<file path="src/rtl/ring_output_arbiter.sv">
// ring_output_arbiter: per-output-port arbiter and two-VC output buffer for the
// gold ring router. During polarity p the VC-p buffer is filled from one of two
// requesters (round-robin per VC) while the VC-(~p) buffer drains onto the link.
// Optional feature macro: HOPCNT_DEC_EN (saturating hop-count decrement on fill).
module ring_output_arbiter #(
  parameter int DW      = 64,
  parameter int HOP_MSB = 55,
  parameter int HOP_LSB = 48
) (
  input  logic          clk,
  input  logic          reset,      // asynchronous, active-low
  input  logic          polarity,   // 0 = EVEN, 1 = ODD
  input  logic [1:0]    req0_vld,
  input  logic [DW-1:0] req0_data,
  output logic          gnt0,
  input  logic [1:0]    req1_vld,
  input  logic [DW-1:0] req1_data,
  output logic          gnt1,
  output logic          out_so,
  input  logic          out_ro,
  output logic [DW-1:0] out_do,
  output logic [1:0]    obuf_full
);

  localparam int HW = HOP_MSB - HOP_LSB + 1;

  logic [1:0]         full_q, full_d;
  logic [1:0]         rr_q, rr_d;
  logic [1:0][DW-1:0] obuf_q, obuf_d;

  logic          fill_vc;    // VC being filled this cycle
  logic          drain_vc;   // VC being drained this cycle
  logic          elig0, elig1;
  logic          gnt0_c, gnt1_c;
  logic [DW-1:0] wr_raw, wr_data;
  logic [HW-1:0] hop_in, hop_out;

  assign fill_vc  = polarity;
  assign drain_vc = ~polarity;

  // Arbitration for the fill VC and construction of the token to be stored.
  // NOTE: every always_comb output gets a default before any branch; a path
  // that leaves one unassigned would infer a latch.
  always_comb begin
    elig0   = req0_vld[fill_vc] & ~full_q[fill_vc];
    elig1   = req1_vld[fill_vc] & ~full_q[fill_vc];
    // rr bit 0 favours requester 0, bit 1 favours requester 1
    gnt0_c  = reset & elig0 & (~elig1 | ~rr_q[fill_vc]);
    gnt1_c  = reset & elig1 & (~elig0 |  rr_q[fill_vc]);
    wr_raw  = gnt1_c ? req1_data : req0_data;
    hop_in  = wr_raw[HOP_MSB:HOP_LSB];
`ifdef HOPCNT_DEC_EN
    // saturating decrement: a zero hop count stays zero
    hop_out = (hop_in != '0) ? hop_in - 1'b1 : hop_in;
`else
    hop_out = hop_in;
`endif
    wr_data = wr_raw;
    wr_data[HOP_MSB:HOP_LSB] = hop_out;
  end

  // Link side: drain VC sends whenever it holds a token and downstream is ready.
  always_comb begin
    out_so = full_q[drain_vc] & out_ro;
    out_do = out_so ? obuf_q[drain_vc] : '0;
  end

  assign gnt0      = gnt0_c;
  assign gnt1      = gnt1_c;
  assign obuf_full = full_q;

  // Next-state: fill VC written on grant, drain VC released on send; the two
  // always address different VCs so they never collide.
  always_comb begin
    full_d = full_q;
    rr_d   = rr_q;
    obuf_d = obuf_q;
    if (gnt0_c | gnt1_c) begin
      full_d[fill_vc] = 1'b1;
      obuf_d[fill_vc] = wr_data;
      rr_d[fill_vc]   = gnt0_c;   // the other requester gets priority next time
    end
    if (out_so) begin
      full_d[drain_vc] = 1'b0;
    end
  end

  // State registers.
  // NOTE: the buffer data is reset along with the flags so a token discarded
  // by a mid-operation reset can never reappear on the link.
  always_ff @(posedge clk or negedge reset) begin
    if (!reset) begin
      full_q <= '0;
      rr_q   <= '0;
      obuf_q <= '0;
    end else begin
      // NOTE: sequential state uses non-blocking assignments only.
      full_q <= full_d;
      rr_q   <= rr_d;
      obuf_q <= obuf_d;
    end
  end

endmodule

</file>
<file path="config.mk">
export PLATFORM = sky130hd
export DESIGN_NAME = ring_output_arbiter
export DESIGN_NICKNAME = d
export VERILOG_FILES = /design/src/rtl/ring_output_arbiter.sv
export SDC_FILE = /design/constraint.sdc
export NUM_CORES = 1
export LEC_CHECK = 0
export ABC_AREA = 1
export CAP_MARGIN = 10
export CORE_MARGIN = 1.5
export CORE_UTILIZATION = 44
export CTS_CLUSTER_SIZE = 12
export DETAILED_ROUTE_END_ITERATION = 7
export GPL_TIMING_DRIVEN = 0
export PLACE_DENSITY_LB_ADDON = 0.15
export SYNTH_ARGS = -nofsm -noshare
export SYNTH_HDL_FRONTEND = slang
export SYNTH_SLANG_ARGS = --single-unit
</file>
<file path="constraint.sdc">
create_clock -name clk -period 2 [get_ports clk]
set_clock_uncertainty 0.1 [all_clocks]
set_input_delay 0.5 -clock clk [delete_from_list [all_inputs] [get_ports clk]]
set_output_delay 0.5 -clock clk [all_outputs]
set_load 0.005 [all_outputs]
</file>
After elaboration in Yosys (flattened, before gate mapping)
Index checks and enable logic that the tools add are counted.
W data, S select, Z words.
Word-level totals
  register bits after elaboration: 132
  input bits: 136
  output and inout port bits: 69
  logic and storage cells: 52
Operators by class
  magnitude comparators: 4
  mux-type cells: 24
  bitwise operators: 18
  reductions and logical operators: 2
Operator list (number)
  $mux W64: 5
  $bwmux W128: 1
  $demux W64 S1: 1
  $mux W1: 12
  $and A1 B1 Y1: 7
  $not A1 Y1: 5
  $lt A1 B2 Y1 const B: 2
  $mux W2: 2
  $or A1 B1 Y1: 3
  $and A2 B2 Y2: 1
  $bwmux W2: 1
  $demux W1 S1: 2
  $ge A1 B1 Y1 const B: 2
  $logic_and A1 B1 Y1: 2
  $not A2 Y2: 1
  $or A2 B2 Y2: 1

Longest topological paths before layout
Gate-level depths: netlist (run 1).
  word-level depth: 11
  mapped depth: 11
  gate-level depth less buffers: 9

Least setup slack after synthesis (run 1)
OpenSTA, ideal clock, no wires.
  kind: input -> output
  start: in polarity
  end: out out_do[10]
  data arrival time: 1.488 ns
  required time: 1.400 ns
  slack: -0.088 ns
  stages on the path: 9
  buffers on the path: 3
  cell sequence: buf_4 o21ai_0 a21oi_1 nand2_1 inv_1 buf_2 buf_2 nand2_1 nand2_1
Between the ends
  longest elaborated chain between the ends: 4
  elaborated cells on any way between the ends: 6
  classes of those cells: mux: 5; bitwise: 1
RTL lines
  from (decl): RTL line 12  | input logic polarity,
  $mux W1 (implied by the code) (2 in a row): RTL line 64  | out_so = full_q[drain_vc] & out_ro;
  $and A1 B1 Y1: RTL line 64
  via out_so: RTL line 19  | output logic out_so,
  $mux W64: RTL line 65  | out_do = out_so ? obuf_q[drain_vc] : '0;
  to (decl): RTL line 21  | output logic [DW-1:0] out_do,
The timed path passes the listed nets, and every way through them passes these cells. The select of a mux whose other input is x is not followed.

Final worst setup path (run 1)
  start: reg full_q[1], in the netlist obuf_full[1]
  end: out out_do[49]
Between the ends
  longest elaborated chain between the ends: 4
RTL lines
  from (decl): RTL line 27  | logic [1:0] full_q, full_d;
  from (signal assigned): RTL line 98  | full_q <= full_d;
  $mux W1 (implied by the code) (2 in a row): RTL line 64
  $and A1 B1 Y1: RTL line 64
  $mux W64: RTL line 65
Every way passes these cells. The select of a mux whose other input is x is not followed.

==> results of run 1 <==
==> synth_stat cells <==
library cell and n:
nand3_1 194, buf_2 34, o21ai_0 4, clkbuf_1 13, dfrtp_1 132, a21oi_1 2
buf_6 6, inv_1 137, nor2_1 1, nand2_2 1, a21oi_4 2, nand3_2 2
o21bai_1 1, buf_4 8, inv_2 1, nand2_1 531, buf_1 1
==> registers in the layout, indices dropped and copies added, names as in the netlist <==
| register | flops |
|---|---|
| rr_q | 2 |
| obuf_full | 2 |
| obuf_q | 128 |
==> worst max path at each step <==
stage,start,end,slack [ns],depth (start not counted)
after CTS,obuf_full[1]$_DFF_PN0_,gnt1,-0.52,11
after global placement,reset,gnt0,-5.88,5
final,obuf_full[1]$_DFF_PN0_,out_do[49],-0.55,11
after global routing,obuf_full[1]$_DFF_PN0_,out_do[49],-0.63,11
after detailed placement,polarity,out_do[63],-1.65,9
after floorplan,polarity,out_do[0],-0.03,7
==> metrics by stage <==
| stage | total power [mW] | std cells | cell area, µm² | hold slack, ns | utilization |
|---|---|---|---|---|---|
| after detailed placement | 8.14 | 1491 | 9620 | 0.365 | 0.601 |
| after CTS | 12.5 | 1583 | 11200 | 0.0213 | 0.699 |
| after global placement | 8.02 | 1490 | 9590 | 0.361 | 0.599 |
| final | 12.8 | 1579 | 11400 | 0.0243 | 0.714 |
| after global routing | 13.5 | 1579 | 11400 | 0.0437 | 0.714 |
| after floorplan | 6.51 | 1070 | 7280 | 0.104 | - |
==> cell usage in the layout, fill, tap and decap left out, drive strengths merged <==
cell type	synthesis	final
clkinv	0	4
o21bai	1	1
nand3	196	196
nor2	1	1
buf	49	175
dlygate4sd2	0	2
nand2	532	532
dfrtp	132	132
o21ai	4	4
inv	138	138
bufinv	0	7
clkbuf	13	33
clkdlybuf4s50	0	132
a21oi	4	4
clkinvlp	0	2
==> per-layer routing <==
layer,vias to the layer above,GRT usage,share of wire
li1,3826,-,-
met1,3729,0.362,0.40
met2,331,0.493,0.50
met3,57,0.0718,0.074
met4,0,0.117,0.029
met5,-,0,0
==> cell families after synthesis <==
family	count (synthesis)
AND/OR/NAND/NOR	729
buffers and inverters	200
flip-flops	132
AO/OA/AOI/OAI	9
==> power by group through the flow <==
stage	Sequential (mW)	Clock (mW)	Combinational, mW
4_1_cts	4.69	3.77	4.00
3_5_place_dp	4.61	0	3.53
2_1_floorplan	4.46	0	2.06
3_3_place_gp	4.56	0	3.46
6_report	4.81	3.74	4.24
5_1_grt	4.95	3.88	4.71
==> cell type report <==
type	instances	area, µm²	share of cell area
Clock inverter	13	253	0.0221
Multi-Input combinational cell	738	3520	0.308
Clock buffer	19	453	0.0396
Sequential cell	132	3300	0.289
Timing Repair Buffer	266	2520	0.221
Buffer	57	578	0.0506
Inverter	138	523	0.0458
Tap cell	216	270	0.0237
==> what timing repair did <==
action	in CTS	in global routing
pin swaps	28	23
setup endpoints to repair	194	193
buffers inserted	61	11
gates cloned	7	0
hold buffers	3	0
resized for setup	455	109
hold endpoints to repair	23	0
==> results.md, run 1 <==
* Slowest-stage cell, CP: dfrtp_1
* Share of post-route cells with drive strength above 1 at 0.249
* CTS buffer count at 17
* Worst slack, placed at -1.65 ns
* Die ar. at 17200 µm²
* # H-tree levels at 4
* Synthesized instance count at 1070
* TritonCTS clock tree: built
* Family with the most delay on the worst path: buffers and inverters
* Number of cell rows at 46
* Final worst-path cycle share at 1.28
* Core ar. at 16000 µm²
* Synth Area in XOR/XNOR at 0
* Max Cap Viol at 0
* VDD IR max at 0.713 mV
* Final setup violation count at 67
* Initial Util at 0.452
* Leakage dissipation at 6.53 nW
* Worst R2R Path Depth at 14
* Ys Warns at 0
* Worst setup EP type: output port
* Longest Clk Path Bufs at 2
* PortBufs at 204
* Cell taking the most area after synthesis: dfrtp_1
* First-pass GRT wire length at 39900 µm
* Residual DRC at 0
* Status: finished, violations left
* Die Span X at 131 µm
* Clk_lat worst skew at 0.43 ns
* Die height at 131 µm
* Largest net degree at the start of global routing at 71
* Area Overhead vs Synth at 57.9%
* Flop pwr share at 0.376
* Placer Congestion at 0.844
* Req. time, crit path at 1.40 ns
* Post-Synth Simple-Gate Area at 0.414
* Switch Pwr at 4.33 mW
* Final wirelength at 25100 µm
* Grt ovf at 0
* Pins Over Slew Limit at 0
* Synthesized cell area at 7240 µm²
* Relative max-transition margin at 0.757
* Yosys cell types at 17
* CP arrival at 1.95 ns
* Vias in the first global route at 7989
* Sequential-to-total area share from yosys stat at 0.457
* Avg WL per Cell at 15.9 µm
* Diodes inserted at 0
* RSZ-0062 raised after global routing: true
* Compound-Gate Fraction of Synth Area at 0.00968
* Synth top area cells: dfrtp_1 46%, nand2_1 28%, nand3_1 13%, inv_1 7.1%, buf_2 2.4%
* Final setup margin at -0.552 ns
* # IOs at 205
* CTS Sinks at 132
* Net count after synthesis at 1206
* Reg2reg end: obuf_q[34]$_DFFE_PN0P_
* Antenna Nets Post-Route at 0
* Post-synth top area share at 0.457
* Slew @ Worst Pin at 0.365 ns
* Register-to-register setup slack at 0.03 ns
* Number of nets in the layout at 1486
* Initial antenna violation count at 0
* Post-DP HPWL at 15300 µm
* Hold Path Class: primary input to asynchronous set/reset pin
* Final min period at 2.55 ns
* RR Startpoint: obuf_full[1]$_DFF_PN0_
* Largest fanout on the critical path at 5
* Crit path largest cell delay at 0.40 ns
* Fill count at 1357
* Logic pwr share at 0.332
* All-Layer GR Usage at 0.293
* Power Dens Cells at 1120 nW/µm²
* Multiplexer share of the synthesized area at 0
* Crit path cell chain: o21ai_2 -> a21oi_2 -> nand2_2 -> inv_4 -> buf_12 -> buf_8 -> buf_6 -> buf_6 -> nand2_2 -> nand2_1 -> buf_2
* Vias at 7943
* Crit path buffers/inverters at 6
* Hold Fails Final Rpt at 0
* Clk slew on worst S/H paths at 0.06 ns
* Failing checks: negative setup slack
* Startpoint type of the worst setup path: register
* Worst Setup Path Type: register to output port
* CTS root buf: clkbuf_16
* Post-Synth Adder-Cell Area at 0
* Initial DRC Count at 582
* Internal Dissipation at 8.46 mW
* Clock power share at 0.293
* Avg Vias per Cell at 5.03
* Final TNS setup at -27.95 ns
* Syn_area_per_cell at 6.76 µm²
* Largest family of logic cells by synthesized area: simple AND/OR/NAND/NOR gates
* Max Clk Rate at 392 MHz
* Switching Fraction at 0.338
* Pre-Repair DR Iteration Count at 7
* Yosys reg bits at 132
No activity file was read; power rests on OpenSTA's default activity.
==> inputs of run 2 (changes only) <==
Settings changed: CTS_CLUSTER_DIAMETER from default to 80, SKIP_CTS_REPAIR_TIMING from default to 1.
==> run 2 against run 1 <==
Effect of this change: the flow finishes with violations (negative hold slack, negative setup slack); via count shrank 1.9%; sequential cell count unchanged; global-route usage is 3.0 points lower.
==> results.md, run 2 (same netlist as run 1, synthesis figures left out) <==
* CP arrival at 1.91 ns (-0.04 ns)
* Fill count at 1372 (+1.1%)
* Pre-Repair DR Iteration Count at 6 (-1)
* Diodes inserted at 0 (unchanged)
* Switch Pwr at 4.16 mW (-4.0%)
* Area Overhead vs Synth at 56.1%
* Number of cell rows at 46 (unchanged)
* Register with the most flip-flops: obuf_q
* Residual DRC at 0 (unchanged)
* Switching Fraction at 0.332 (-0.00671)
* Initial antenna violation count at 0 (unchanged)
* Vias in the first global route at 7379 (-7.6%)
* Largest fanout on the critical path at 5 (unchanged)
* RR Startpoint: obuf_full[1]$_DFF_PN0_
* Grt ovf at 0 (unchanged)
* CTS root buf: clkbuf_16
* Req. time, crit path at 1.40 ns (about the same)
* Multi-input logic area at 3370 µm² (-4.2%)
* Status: finished, violations left
* Worst setup EP type: output port
* RSZ-0062 raised after global routing: true
* Initial DRC Count at 480 (-18%)
* Antenna Nets Post-Route at 0 (unchanged)
* Die Span X at 131 µm (unchanged)
* Avg WL per Cell at 15.4 µm (-3.3%)
* Commonest non-fill, non-tap cell in the layout: nand2_1
* Hold Path Class: primary input to asynchronous set/reset pin
* Hold Fails Final Rpt at 21 (+21)
* FF/Latch Area at 3300 µm² (unchanged)
* Area after DPL at 9620 µm² (unchanged)
* First-pass GRT wire length at 36200 µm (-9.3%)
* Initial Util at 0.452 (unchanged)
* Design area at 11300 µm² (-1.2%)
* Most frequent cells in the layout: 472 x nand2_1, 188 x nand3_1, 133 x inv_1, 133 x clkdlybuf4s50_1, 132 x dfrtp_1
* Die height at 131 µm (unchanged)
* Largest net degree at the start of global routing at 71 (unchanged)
* PortBufs at 204 (unchanged)
* Number of nets in the layout at 1482 (-0.27%)
* Avg Vias per Cell at 4.95 (-1.6%)
* Clock power share at 0.299 (+0.006)
* All-Layer GR Usage at 0.263 (-0.0298)
* Slew @ Worst Pin at 0.589 ns (+0.224 ns)
* Final setup margin at -0.506 ns (+0.0456 ns)
* Placer Congestion at 0.844 (unchanged)
* Internal Dissipation at 8.37 mW (-1.1%)
* Relative max-transition margin at 0.608 (-0.149)
* Longest Clk Path Bufs at 2 (unchanged)
* # H-tree levels at 4 (unchanged)
* Reg2reg end: obuf_q[95]$_DFFE_PN0P_
* CTS buffer count at 17 (unchanged)
* Final min period at 2.51 ns (-0.0456 ns)
* Post-DP HPWL at 15300 µm (unchanged)
* Max Clk Rate at 399 MHz (+1.8%)
* Flop pwr share at 0.377 (about the same)
* Fin Hold WS at -0.0378 ns (-0.0621 ns)
* Crit. Startpoint: obuf_full[1]$_DFF_PN0_
* Final setup violation count at 134 (+100%)
* Clk slew on worst S/H paths at 0.06 ns (about the same)
* Register-to-register setup slack at -0.18 ns (-0.21 ns)
* Failing checks: negative hold slack, negative setup slack
* Worst Setup Path Type: register to output port
* Logic pwr share at 0.325 (-0.007)
* VDD IR max at 0.826 mV (+16%)
* Share of post-route cells with drive strength above 1 at 0.214 (-0.0346)
* Core ar. at 16000 µm² (unchanged)
* Leakage dissipation at 6.47 nW (-1.0%)
* Final worst-path cycle share at 1.25 (-0.0228)
* Final wirelength at 24200 µm (-3.5%)
* # IOs at 205 (unchanged)
* Max reg flops at 128 (unchanged)
* Vias at 7796 (-1.9%)
* TritonCTS clock tree: built
* CTS Sinks at 132 (unchanged)
* Clk_lat worst skew at 0.42 ns (about the same)
* Worst R2R Path Depth at 13 (-1)
* Startpoint type of the worst setup path: register
* Pins Over Slew Limit at 0 (unchanged)
* Power Dens Cells at 1110 nW/µm² (-0.91%)
* Max Cap Viol at 0 (unchanged)
* Die ar. at 17200 µm² (unchanged)
[run 2: changes by cell type in the layout (fill, tap and decap cells not counted), moves of 14 or more]
cell,change
buf_2,-25
buf_6,-21
clkbuf_2,+37
nand2_1,+42
nand2_2,-28
nand2_4,-14
[run 2: worst max-delay path by stage]
stage,to,slack [ns],depth (start not counted)
2_1_floorplan,out_do[0],-0.03,7
3_3_place_gp,gnt0,-5.88,5
3_5_place_dp,out_do[63],-1.65,9
4_1_cts,out_do[63],-1.66,9
5_1_grt,out_do[17],-0.59,11
6_report,out_do[17],-0.51,11
[run 2: worst max-delay path, stage by stage, from the launching register on]
cell,delay [ns]
dfrtp_1,0.40
o21ai_2,0.16
a21oi_2,0.06
nand2_1,0.11
inv_4,0.07
buf_12,0.14
buf_8,0.11
buf_6,0.12
buf_6,0.11
nand2_2,0.05
nand2_2,0.05
clkbuf_2,0.10
[run 2: layout make-up]
cell class	instances	area share
Clock buffer	19	0.0401
Buffer	62	0.0554
Multi-Input combinational cell	738	0.299
Timing Repair Buffer	257	0.221
Inverter	138	0.0463
Clock inverter	13	0.0224
Sequential cell	132	0.293
Tap cell	216	0.0239
[run 2: power by group through the flow]
stage | Combinational (mW) | Clock, mW | Sequential, mW
2_1_floorplan | 2.06 | 0 | 4.46
3_3_place_gp | 3.46 | 0 | 4.56
3_5_place_dp | 3.53 | 0 | 4.61
4_1_cts | 3.58 | 3.77 | 4.58
5_1_grt | 4.53 | 3.89 | 4.86
6_report | 4.07 | 3.74 | 4.72
[run 2: metal layers]
metal,share of wire,track usage,vias up
met3,0.064,0.0610,38
met1,0.42,0.336,3634
met5,0,0,-
li1,-,-,3825
met2,0.49,0.431,299
met4,0.021,0.108,0
[run 2: through the flow]
stage           util  setup TNS (ns)  worst slack (ns)  power [mW]  cells
6_report       0.706          -37.00            -0.506        12.5   1575
5_1_grt        0.706          -51.65            -0.591        13.3   1575
4_1_cts        0.645         -121.47             -1.66        11.9   1523
3_5_place_dp   0.601         -176.73             -1.65        8.14   1491
3_3_place_gp   0.599        -1512.96             -5.88        8.02   1490
2_1_floorplan      -           -1.31           -0.0261        6.51   1070
==> inputs of run 3 (changes only) <==
Settings changed: SKIP_LAST_GASP from default to 1.
==> run 3 against run 2 <==
Effect of this change: clock power is essentially flat; global-route usage is the same; sequential cell count is the same; critical endpoint unchanged; wire length is essentially flat; final area grew 0.22%; worst setup slack gained 0.0034 ns; via count shrank 0.27%; the run still ends with negative hold slack, negative setup slack left; die area is the same; non-clock buffer count is the same; first-iteration DRC count shrank 7.1%; sequential power is essentially flat; utilization grew 0.16 points; critical path type unchanged; largest power group unchanged.
==> results.md, run 3 (same netlist as run 1, synthesis figures left out) <==
* Status: finished, violations left
* Failing checks: negative hold slack, negative setup slack
* Pre-Repair DR Iteration Count at 7 (+1)
* CTS buffer count at 17 (unchanged)
* Post-DP HPWL at 15300 µm (unchanged)
* Share of post-route cells with drive strength above 1 at 0.210 (-0.00442)
* Number of cell rows at 46 (unchanged)
* Final wirelength at 24200 µm (about the same)
* CTS root buf: clkbuf_16
* Worst Setup Path Type: register to output port
* RSZ-0062 raised after global routing: true
* Largest net degree at the start of global routing at 71 (unchanged)
* Final min period at 2.50 ns (-0.00342 ns)
* Vias at 7775 (-0.27%)
* First-pass GRT wire length at 36200 µm (unchanged)
* Design area at 11300 µm² (+0.22%)
* Vias in the first global route at 7379 (unchanged)
* Die Span X at 131 µm (unchanged)
* Die ar. at 17200 µm² (unchanged)
* Power Dens Cells at 1110 nW/µm² (-0.22%)
* Final setup margin at -0.503 ns (+0.00342 ns)
* Initial antenna violation count at 0 (unchanged)
* Largest fanout on the critical path at 5 (unchanged)
* Register with the most flip-flops: obuf_q
* Avg Vias per Cell at 4.94 (-0.27%)
* TritonCTS clock tree: built
* Max reg flops at 128 (unchanged)
* VDD IR max at 0.829 mV (+0.32%)
* Initial Util at 0.452 (unchanged)
* Max Clk Rate at 400 MHz (+0.14%)
* Most frequent cells in the layout: 473 x nand2_1, 188 x nand3_1, 133 x inv_1, 133 x clkdlybuf4s50_1, 132 x dfrtp_1
* Initial DRC Count at 446 (-7.1%)
* Relative max-transition margin at 0.610 (+0.00276)
* Final setup violation count at 132 (-1.5%)
* Crit path largest cell delay at 0.40 ns (about the same)
* Die height at 131 µm (unchanged)
* Final worst-path cycle share at 1.25 (-0.00171)
* # H-tree levels at 4 (unchanged)
* Slowest-stage cell, CP: dfrtp_1
* Area after DPL at 9620 µm² (unchanged)
* Leakage dissipation at 6.54 nW (+1.1%)
* Number of nets in the layout at 1482 (unchanged)
* Hold Path Class: primary input to asynchronous set/reset pin
* Final Util at 0.707 (+0.00156)
* FF/Latch Area at 3300 µm² (unchanged)
* Worst setup EP type: output port
* Clk_lat worst skew at 0.43 ns (about the same)
* All-Layer GR Usage at 0.263 (unchanged)
* Residual DRC at 0 (unchanged)
* Longest Clk Path Bufs at 2 (unchanged)
* Avg WL per Cell at 15.4 µm (about the same)
* PortBufs at 204 (unchanged)
* Multi-input logic area at 3370 µm² (about the same)
* Max Cap Viol at 0 (unchanged)
* Diodes inserted at 0 (unchanged)
* Hold Fails Final Rpt at 15 (-29%)
* Pins Over Slew Limit at 0 (unchanged)
* Fin Hold WS at -0.0459 ns (-0.00808 ns)
* Clk slew on worst S/H paths at 0.06 ns (about the same)
* Fill count at 1367 (-0.36%)
* Placer Congestion at 0.844 (unchanged)
* Req. time, crit path at 1.40 ns (about the same)
* Crit path cell chain: o21ai_2 -> a21oi_2 -> nand2_1 -> inv_4 -> buf_12 -> buf_8 -> buf_6 -> buf_6 -> nand2_2 -> nand2_2 -> clkbuf_2
* Startpoint type of the worst setup path: register
* # IOs at 205 (unchanged)
* Commonest non-fill, non-tap cell in the layout: nand2_1
* CP arrival at 1.90 ns (about the same)
* Slew @ Worst Pin at 0.584 ns (-0.00415 ns)
* Grt ovf at 0 (unchanged)
* Area Overhead vs Synth at 56.4%
* Core ar. at 16000 µm² (unchanged)
* Antenna Nets Post-Route at 0 (unchanged)
* CTS Sinks at 132 (unchanged)
[run 3: metrics by stage]
stage / setup slack (ns) / total power, mW / std cells / hold slack [ns] / setup TNS, ns
global route: -0.589 / 13.3 / 1575 / -0.00276 / -51.70
detailed placement: -1.65 / 8.14 / 1491 / 0.365 / -176.73
CTS: -1.66 / 11.9 / 1523 / -0.0175 / -121.47
floorplan: -0.0261 / 6.51 / 1070 / 0.104 / -1.31
global placement: -5.88 / 8.02 / 1490 / 0.361 / -1512.96
finish: -0.503 / 12.5 / 1575 / -0.0459 / -36.80
[run 3: final timing paths]
path / from / to / slack (ns) / depth (start not counted)
max: obuf_full[1]$_DFF_PN0_ / out_do[17] / -0.50 / 11
min reg2reg: obuf_q[98]$_DFFE_PN0P_ / obuf_q[98]$_DFFE_PN0P_ / 0.37 / 2
min: reset / obuf_q[56]$_DFFE_PN0P_ / -0.05 / 1
min in group clk: obuf_q[98]$_DFFE_PN0P_ / obuf_q[98]$_DFFE_PN0P_ / 0.37 / 2
max in group asynchronous: reset / obuf_q[78]$_DFFE_PN0P_ / 1.08 / 2
max reg2reg: obuf_full[1]$_DFF_PN0_ / obuf_q[109]$_DFFE_PN0P_ / -0.18 / 13
[run 3: routing by layer]
layer  GRT usage  vias to the layer above  routed length (µm)
met1       0.336                     3592               10100
met4       0.108                        0                 588
met5           0                        -                   0
li1            -                     3825                   -
met2       0.431                      310               11900
met3      0.0610                       48                1620
[run 3: cell type report]
| cell class | count | share of cell area |
|---|---|---|
| Inverter | 138 | 0.0462 |
| Clock buffer | 19 | 0.0400 |
| Timing Repair Buffer | 257 | 0.223 |
| Multi-Input combinational cell | 738 | 0.298 |
| Tap cell | 216 | 0.0239 |
| Sequential cell | 132 | 0.292 |
| Clock inverter | 13 | 0.0223 |
| Buffer | 62 | 0.0549 |
[run 3: power breakdown]
group	switching [mW]	internal, mW
Clock	1.21	2.53
Combinational	2.15	1.92
Sequential	0.783	3.93
Total	4.15	8.38
[run 3: critical path: cells and delay by family, from the launching register on]
| kind | cells | cell delay (ns) |
|---|---|---|
| AOI/OAI and AO/OA | 2 | 0.21 |
| DFF | 1 | 0.40 |
| and+or+nand+nor | 3 | 0.20 |
| buffers and inverters | 6 | 0.65 |
